File: config.mk
export PLATFORM = sky130hd
export DESIGN_NAME = stack_rpn_ctrl
export DESIGN_NICKNAME = d
export VERILOG_FILES = /design/src/rtl/stack_rpn_pkg.sv /design/src/rtl/rpn_alu.sv /design/src/rtl/stack_rpn_ctrl.sv
export SDC_FILE = /design/constraint.sdc
export NUM_CORES = 1
export LEC_CHECK = 0
export CORE_ASPECT_RATIO = 1.5
export CORE_UTILIZATION = 57
export CTS_CLUSTER_SIZE = 16
export DETAILED_ROUTE_END_ITERATION = 6
export PLACE_DENSITY = 0.84
export SLEW_MARGIN = 20
export SYNTH_ARGS = -nofsm -noshare
export SYNTH_HDL_FRONTEND = slang
export SYNTH_SLANG_ARGS = --single-unit
File: constraint.sdc
create_clock -name clk_i -period 4.6 [get_ports clk_i]
set_clock_uncertainty 0.1 [all_clocks]
set_input_delay 0.92 -clock clk_i [delete_from_list [all_inputs] [get_ports clk_i]]
set_output_delay 0.92 -clock clk_i [all_outputs]
set_load 0.05 [all_outputs]
File: src/rtl/stack_rpn_pkg.sv
// rtl/stack_rpn_pkg.sv - opcodes, FSM states and per-op stack requirements for the RPN stack master
package stack_rpn_pkg;

    localparam int OP_W = 3;

    typedef enum logic [OP_W-1:0] {
        OP_PUSH = 3'd0,
        OP_POP  = 3'd1,
        OP_ADD  = 3'd2,
        OP_SUB  = 3'd3,
        OP_AND  = 3'd4,
        OP_XOR  = 3'd5,
        OP_DUP  = 3'd6,
        OP_SWAP = 3'd7
    } op_e;

    typedef enum logic [2:0] {
        ST_IDLE = 3'd0,
        ST_RD_A = 3'd1,
        ST_RD_B = 3'd2,
        ST_WR   = 3'd3,
        ST_WR2  = 3'd4,
        ST_DONE = 3'd5
    } state_e;

    // grows: the op leaves the stack one entry deeper, so it needs a free slot
    typedef struct packed {
        logic [1:0] min_cnt;
        logic       grows;
    } op_req_t;

    function automatic op_req_t op_req(op_e op);
        op_req_t r;
        case (op)
            OP_PUSH: r = '{min_cnt: 2'd0, grows: 1'b1};
            OP_POP:  r = '{min_cnt: 2'd1, grows: 1'b0};
            OP_DUP:  r = '{min_cnt: 2'd1, grows: 1'b1};
            default: r = '{min_cnt: 2'd2, grows: 1'b0};
        endcase
        return r;
    endfunction

endpackage

File: src/rtl/rpn_alu.sv
// rtl/rpn_alu.sv - combinational value to push for each op; A is the former top, B the entry below
module rpn_alu
    import stack_rpn_pkg::*;
#(
    parameter int WIDTH = 2
) (
    input  logic [OP_W-1:0]  op_i,
    input  logic [WIDTH-1:0] a_i,
    input  logic [WIDTH-1:0] b_i,
    input  logic [WIDTH-1:0] arg_i,
    output logic [WIDTH-1:0] val_o
);

    always_comb begin
        val_o = '0;
        case (op_e'(op_i))
            OP_PUSH: val_o = arg_i;
            OP_ADD:  val_o = b_i + a_i;
            OP_SUB:  val_o = b_i - a_i;
            OP_AND:  val_o = b_i & a_i;
            OP_XOR:  val_o = b_i ^ a_i;
            OP_DUP:  val_o = a_i;
            OP_SWAP: val_o = a_i;
            default: val_o = '0;
        endcase
    end

endmodule

File: src/rtl/stack_rpn_ctrl.sv
// rtl/stack_rpn_ctrl.sv - RPN command master driving a LIFO stack; STACK_RPN_CHECK_EN adds sticky chk_err_o
module stack_rpn_ctrl
    import stack_rpn_pkg::*;
#(
    parameter int WIDTH = 2,
    parameter int DEPTH = 4
) (
    input  logic             clk_i,
    input  logic             rst_i,
    input  logic             cmd_valid_i,
    output logic             cmd_ready_o,
    input  logic [OP_W-1:0]  cmd_op_i,
    input  logic [WIDTH-1:0] cmd_arg_i,
    output logic             res_valid_o,
    output logic [WIDTH-1:0] res_data_o,
    output logic             res_err_o,
    output logic             st_push_o,
    output logic             st_pop_o,
    output logic [WIDTH-1:0] st_data_in_o,
    input  logic [WIDTH-1:0] st_data_out_i,
    input  logic             st_full_i,
    input  logic             st_empty_i
`ifdef STACK_RPN_CHECK_EN
    ,
    output logic             chk_err_o
`endif
);

    localparam int CNT_W = $clog2(DEPTH + 1);

    localparam logic [2:0] S_IDLE = 3'(ST_IDLE);
    localparam logic [2:0] S_RD_A = 3'(ST_RD_A);
    localparam logic [2:0] S_RD_B = 3'(ST_RD_B);
    localparam logic [2:0] S_WR   = 3'(ST_WR);
    localparam logic [2:0] S_WR2  = 3'(ST_WR2);
    localparam logic [2:0] S_DONE = 3'(ST_DONE);

    logic [2:0]       state_q, state_d;
    op_e              op_q, op_d;
    logic [WIDTH-1:0] arg_q, arg_d;
    logic [WIDTH-1:0] a_q, a_d;
    logic [WIDTH-1:0] b_q, b_d;
    logic [WIDTH-1:0] res_q, res_d;
    logic             err_q, err_d;
    logic [CNT_W-1:0] cnt_q, cnt_d;

    logic [WIDTH-1:0] alu_val;
    op_req_t          req;
    logic             push, pop;

    rpn_alu #(.WIDTH(WIDTH)) u_alu (
        .op_i  (op_q),
        .a_i   (a_q),
        .b_i   (b_q),
        .arg_i (arg_q),
        .val_o (alu_val)
    );

    // Strobes are pure state decodes; DUP only peeks in RD_A
    assign push         = (state_q == S_WR) || (state_q == S_WR2);
    assign pop          = ((state_q == S_RD_A) && (op_q != OP_DUP)) || (state_q == S_RD_B);
    assign st_push_o    = push;
    assign st_pop_o     = pop;
    assign st_data_in_o = (state_q == S_WR) ? alu_val : ((state_q == S_WR2) ? b_q : '0);
    assign cmd_ready_o  = (state_q == S_IDLE);
    assign res_valid_o  = (state_q == S_DONE);
    assign res_err_o    = (state_q == S_DONE) && err_q;
    assign res_data_o   = (state_q == S_DONE) ? res_q : '0;

    assign req = op_req(op_e'(cmd_op_i));

    always_comb begin
        state_d = state_q;
        op_d    = op_q;
        arg_d   = arg_q;
        a_d     = a_q;
        b_d     = b_q;
        res_d   = res_q;
        err_d   = err_q;
        case (state_q)
            S_IDLE: begin
                if (cmd_valid_i) begin
                    op_d  = op_e'(cmd_op_i);
                    arg_d = cmd_arg_i;
                    res_d = '0;
                    err_d = (cnt_q < CNT_W'(req.min_cnt)) ||
                            (req.grows && (cnt_q == CNT_W'(DEPTH)));
                    if (err_d)
                        state_d = S_DONE;
                    else if (op_e'(cmd_op_i) == OP_PUSH)
                        state_d = S_WR;
                    else
                        state_d = S_RD_A;
                end
            end
            S_RD_A: begin
                a_d = st_data_out_i;
                if (op_q == OP_POP) begin
                    res_d   = st_data_out_i;
                    state_d = S_DONE;
                end else if (op_q == OP_DUP) begin
                    state_d = S_WR;
                end else begin
                    state_d = S_RD_B;
                end
            end
            S_RD_B: begin
                b_d     = st_data_out_i;
                state_d = S_WR;
            end
            S_WR: begin
                res_d   = alu_val;
                state_d = (op_q == OP_SWAP) ? S_WR2 : S_DONE;
            end
            S_WR2: begin
                res_d   = b_q;
                state_d = S_DONE;
            end
            default: state_d = S_IDLE;
        endcase
    end

    always_comb begin
        cnt_d = cnt_q;
        if (push)
            cnt_d = cnt_q + CNT_W'(1);
        else if (pop)
            cnt_d = cnt_q - CNT_W'(1);
    end

    always_ff @(posedge clk_i) begin
        if (rst_i) begin
            state_q <= S_IDLE;
            op_q    <= OP_PUSH;
            arg_q   <= '0;
            a_q     <= '0;
            b_q     <= '0;
            res_q   <= '0;
            err_q   <= 1'b0;
            cnt_q   <= '0;
        end else begin
            state_q <= state_d;
            op_q    <= op_d;
            arg_q   <= arg_d;
            a_q     <= a_d;
            b_q     <= b_d;
            res_q   <= res_d;
            err_q   <= err_d;
            cnt_q   <= cnt_d;
        end
    end

`ifdef STACK_RPN_CHECK_EN
    logic chk_q;

    always_ff @(posedge clk_i) begin
        if (rst_i)
            chk_q <= 1'b0;
        else if ((state_q == S_IDLE) &&
                 (((cnt_q == '0) != st_empty_i) || ((cnt_q == CNT_W'(DEPTH)) != st_full_i)))
            chk_q <= 1'b1;
    end

    assign chk_err_o = chk_q;
`else
    logic unused_flags;
    assign unused_flags = st_full_i ^ st_empty_i;
`endif

endmodule

==> impl_results.md <==
- Status: complete, no violations
- Tot Pwr: between 700 and 800 uW
- Port Buffers: 18
- Arrival @ worst endpoint: 2780 ps
- FF-to-FF setup slack: approximately 1700 ps
- Sink Count: 18
- Crit path max fanout: 18
- Critical Path Stages: 5
- Top-count cell post-synth: nor2_1
- Sequential-to-total area share from yosys stat: around 27%
- Worst vdd ir: between 0.0002 and 0.0003 V
- Grt ovf: 0
- Share of flip-flops with an asynchronous set or reset: 0%
- Leading area contributor after synthesis: dfxtp_1
- Clock transition at path regs: roughly 100 ps
- Post-Route WL: between 2000 and 3000 um
- Core area: around 2200 um^2
- DR vias: approximately 1200
- CTS H-tree lvls: 1
- Post-Route Utilization: 66.4%
- Max Freq: roughly 260 MHz
- Clk_lat worst skew: about 300 ps
- Die height: around 61 um
- Yosys reg bits: 18
- Maxcap violations: 0
- Worst r2r dst: cnt_q[2]$_SDFFE_PP0P_
- WP data required: 3580 ps
- Delay-heaviest family, CP: simple AND/OR/NAND/NOR gates
- Cells along the critical path: nand3b_1 -> nand2b_1 -> or3_1 -> nand2_1 -> clkdlybuf4s50_1
- Worst setup EP type: output pin
- WL/cell: 15.0 um
- Placed Area: 1460 um^2
- Register-to-Register Path Depth: 8
- Antenna Cells: 0
- Hold WS: between 400 and 500 ps
- Iter 0 DRT Violations: 27
- Clk root buf: clkbuf_4
- Pins over their slew limit: 0
- Unique masters post-synth: 49
- Crit path to: st_data_in_o[0]
- Final worst path period share: slightly above 80%
- Area Growth Syn to Fin: 10.5%
- Post-cts resize count: 0
- Pleak: ~0.00055 uW
- Post-synth top cells: 23 x nor2_1, 18 x dfxtp_1, 10 x mux2i_1, 8 x a21oi_1, 7 x inv_1
- Post-CTS Setup Bufs: 0
- Syn_nets: 176
- Hold Path Class: flip-flop to flip-flop
- Pwr dens: 501 nW/um^2
- Chip width: 41.6 um
- Top cells by area, synth: dfxtp_1 27%, mux2i_1 7.5%, nor2_1 6.4%
- CTS tree: yes
- R2r startpoint: state_q[2]$_SDFFE_PP0P_
- Most used DFF post-synth: dfxtp_1
- Fin. Hold Viols: 0
- Final setup viols: 0
- RSZ-0062 raised after global routing: false
- DR vias/cell: 6.22
- Rows: 21
- Drc violations: 0
- Vias in the first global route: 1009
- CP max stage cell: clkdlybuf4s50_1
- Worst path buffer plus inverter count: 1
- Cell area after layout: between 1000 and 1500 um^2
- CTS Hold Bufs: 0
- Actual slew at the worst max-slew pin: 693 ps
- TritonCTS Buffers: 3
- Time the worst path needs with I/O delays and setup: 3800 ps
- Setup TNS: 0 ps
- Mapped Area: about 1300 um^2
- Initial antenna violation count: 0
- Critical Path Source: state_q[1]$_SDFFE_PP0P_
- Die Area: between 2000 and 3000 um^2
- Mean Syn Cell Area: about 8.4 um^2
- CTS Buffer Depth: 2
- Syn Inst Count: between 150 and 200
- First-pass GRT wire length: 4640 um
- Overall Global Routing Usage: between 20 and 25%
- Share of layout cells above drive strength 1: approximately 4.7%
- Initial Utilization: approximately three fifths
- Worst path max stage delay: ~800 ps
- Post-synth EDFFs: 0
- Crit Path Class: flip-flop to output pin
- Slew HR: a little over half
- Top-area cell type share of the netlist area: 26.9%
- Critical path launch point type: flip-flop
- Post-DP HPWL: around 2100 um
- Routed Antenna Nets: 0
- Maximum number of pins on one net before global-route repair: 21
- Final net count: between 150 and 200
- I/O pin count: 21
- Initial DRT Pass Iterations: 5
- Synthesis Warnings: 0
- GPL Wtd Cong: approximately 0.79
==> final cells by class <==
class	instances	area (um^2)
Sequential cell	18	360
Fill cell	200	751
Tap cell	23	28.8
Timing Repair Buffer	18	180
Multi-Input combinational cell	123	865
Inverter	7	26.3
Clock buffer	3	22.5
==> power by group <==
part,internal (uW),switching [uW],total [uW]
logic,177,214,391
clock network,30.6,49.4,80.0
registers,191,80.7,272
==> cell usage in the layout (no fill, tap or decap), drive strengths merged, types with 5 or more instances in the layout <==
cell           count
nand2              5
nor2b              6
nor3               5
nor2              23
nand2b             5
inv                7
clkdlybuf4s50     18
a21oi              8
mux2i             10
nand3              5
nand3b             5
dfxtp             18
==> logic make-up (layout without fill, tap and decap cells) <==
group / after synthesis / count (layout) / synth area share (%)
compound gates: 31 / 31 / 16.2
xor+xnor: 3 / 3 / 2.99
fa+ha+maj: 5 / 5 / 5.22
buf+inv: 18 / 28 / 8.68
flops: 18 / 18 / 26.9
mux: 11 / 11 / 8.30
simple gates: 73 / 73 / 31.7
==> state kept, by name, indices dropped and copies added (netlist names) <==
signal and count:
b_q 2, state_q 3, arg_q 2, op_q 3, a_q 2, cnt_q 3, err_q 1, res_q 2
==> metrics by stage <==
step,setup WS [ps],instances
2_1_floorplan,1280,159
3_3_place_gp,1230,189
3_5_place_dp,1200,189
4_1_cts,859,192
5_1_grt,679,192
6_report,802,192
==> worst register-to-register path, cell delays in order (launching register included) <==
cell and delay (ps):
dfxtp_1 740, or3b_2 530, nand2_1 100, inv_1 60, fa_1 470, nor2_1 110
a211oi_1 100, or4_1 500, a21oi_1 140
==> per-layer routing <==
metal  vias up  share of wire [%]  track usage, %
li1        594                  -               -
met1       567                 42            28.0
met2        29                 52            43.8
met3         4                3.9            3.52
met4         0                1.9            12.4
met5         -                  0               0
==> worst min-delay path by stage <==
stage                          startpoint               endpoint  slack (ps)  cells past startpoint
floorplan           arg_q[0]$_SDFFE_PP0P_  arg_q[0]$_SDFFE_PP0P_         350                      2
global placement    arg_q[0]$_SDFFE_PP0P_  arg_q[0]$_SDFFE_PP0P_         370                      2
detailed placement  arg_q[1]$_SDFFE_PP0P_  arg_q[1]$_SDFFE_PP0P_         390                      2
CTS                 arg_q[1]$_SDFFE_PP0P_  arg_q[1]$_SDFFE_PP0P_         410                      2
global route        arg_q[1]$_SDFFE_PP0P_  arg_q[1]$_SDFFE_PP0P_         450                      2
finish              arg_q[0]$_SDFFE_PP0P_  arg_q[0]$_SDFFE_PP0P_         410                      2
No activity file was read; power rests on OpenSTA's default activity.
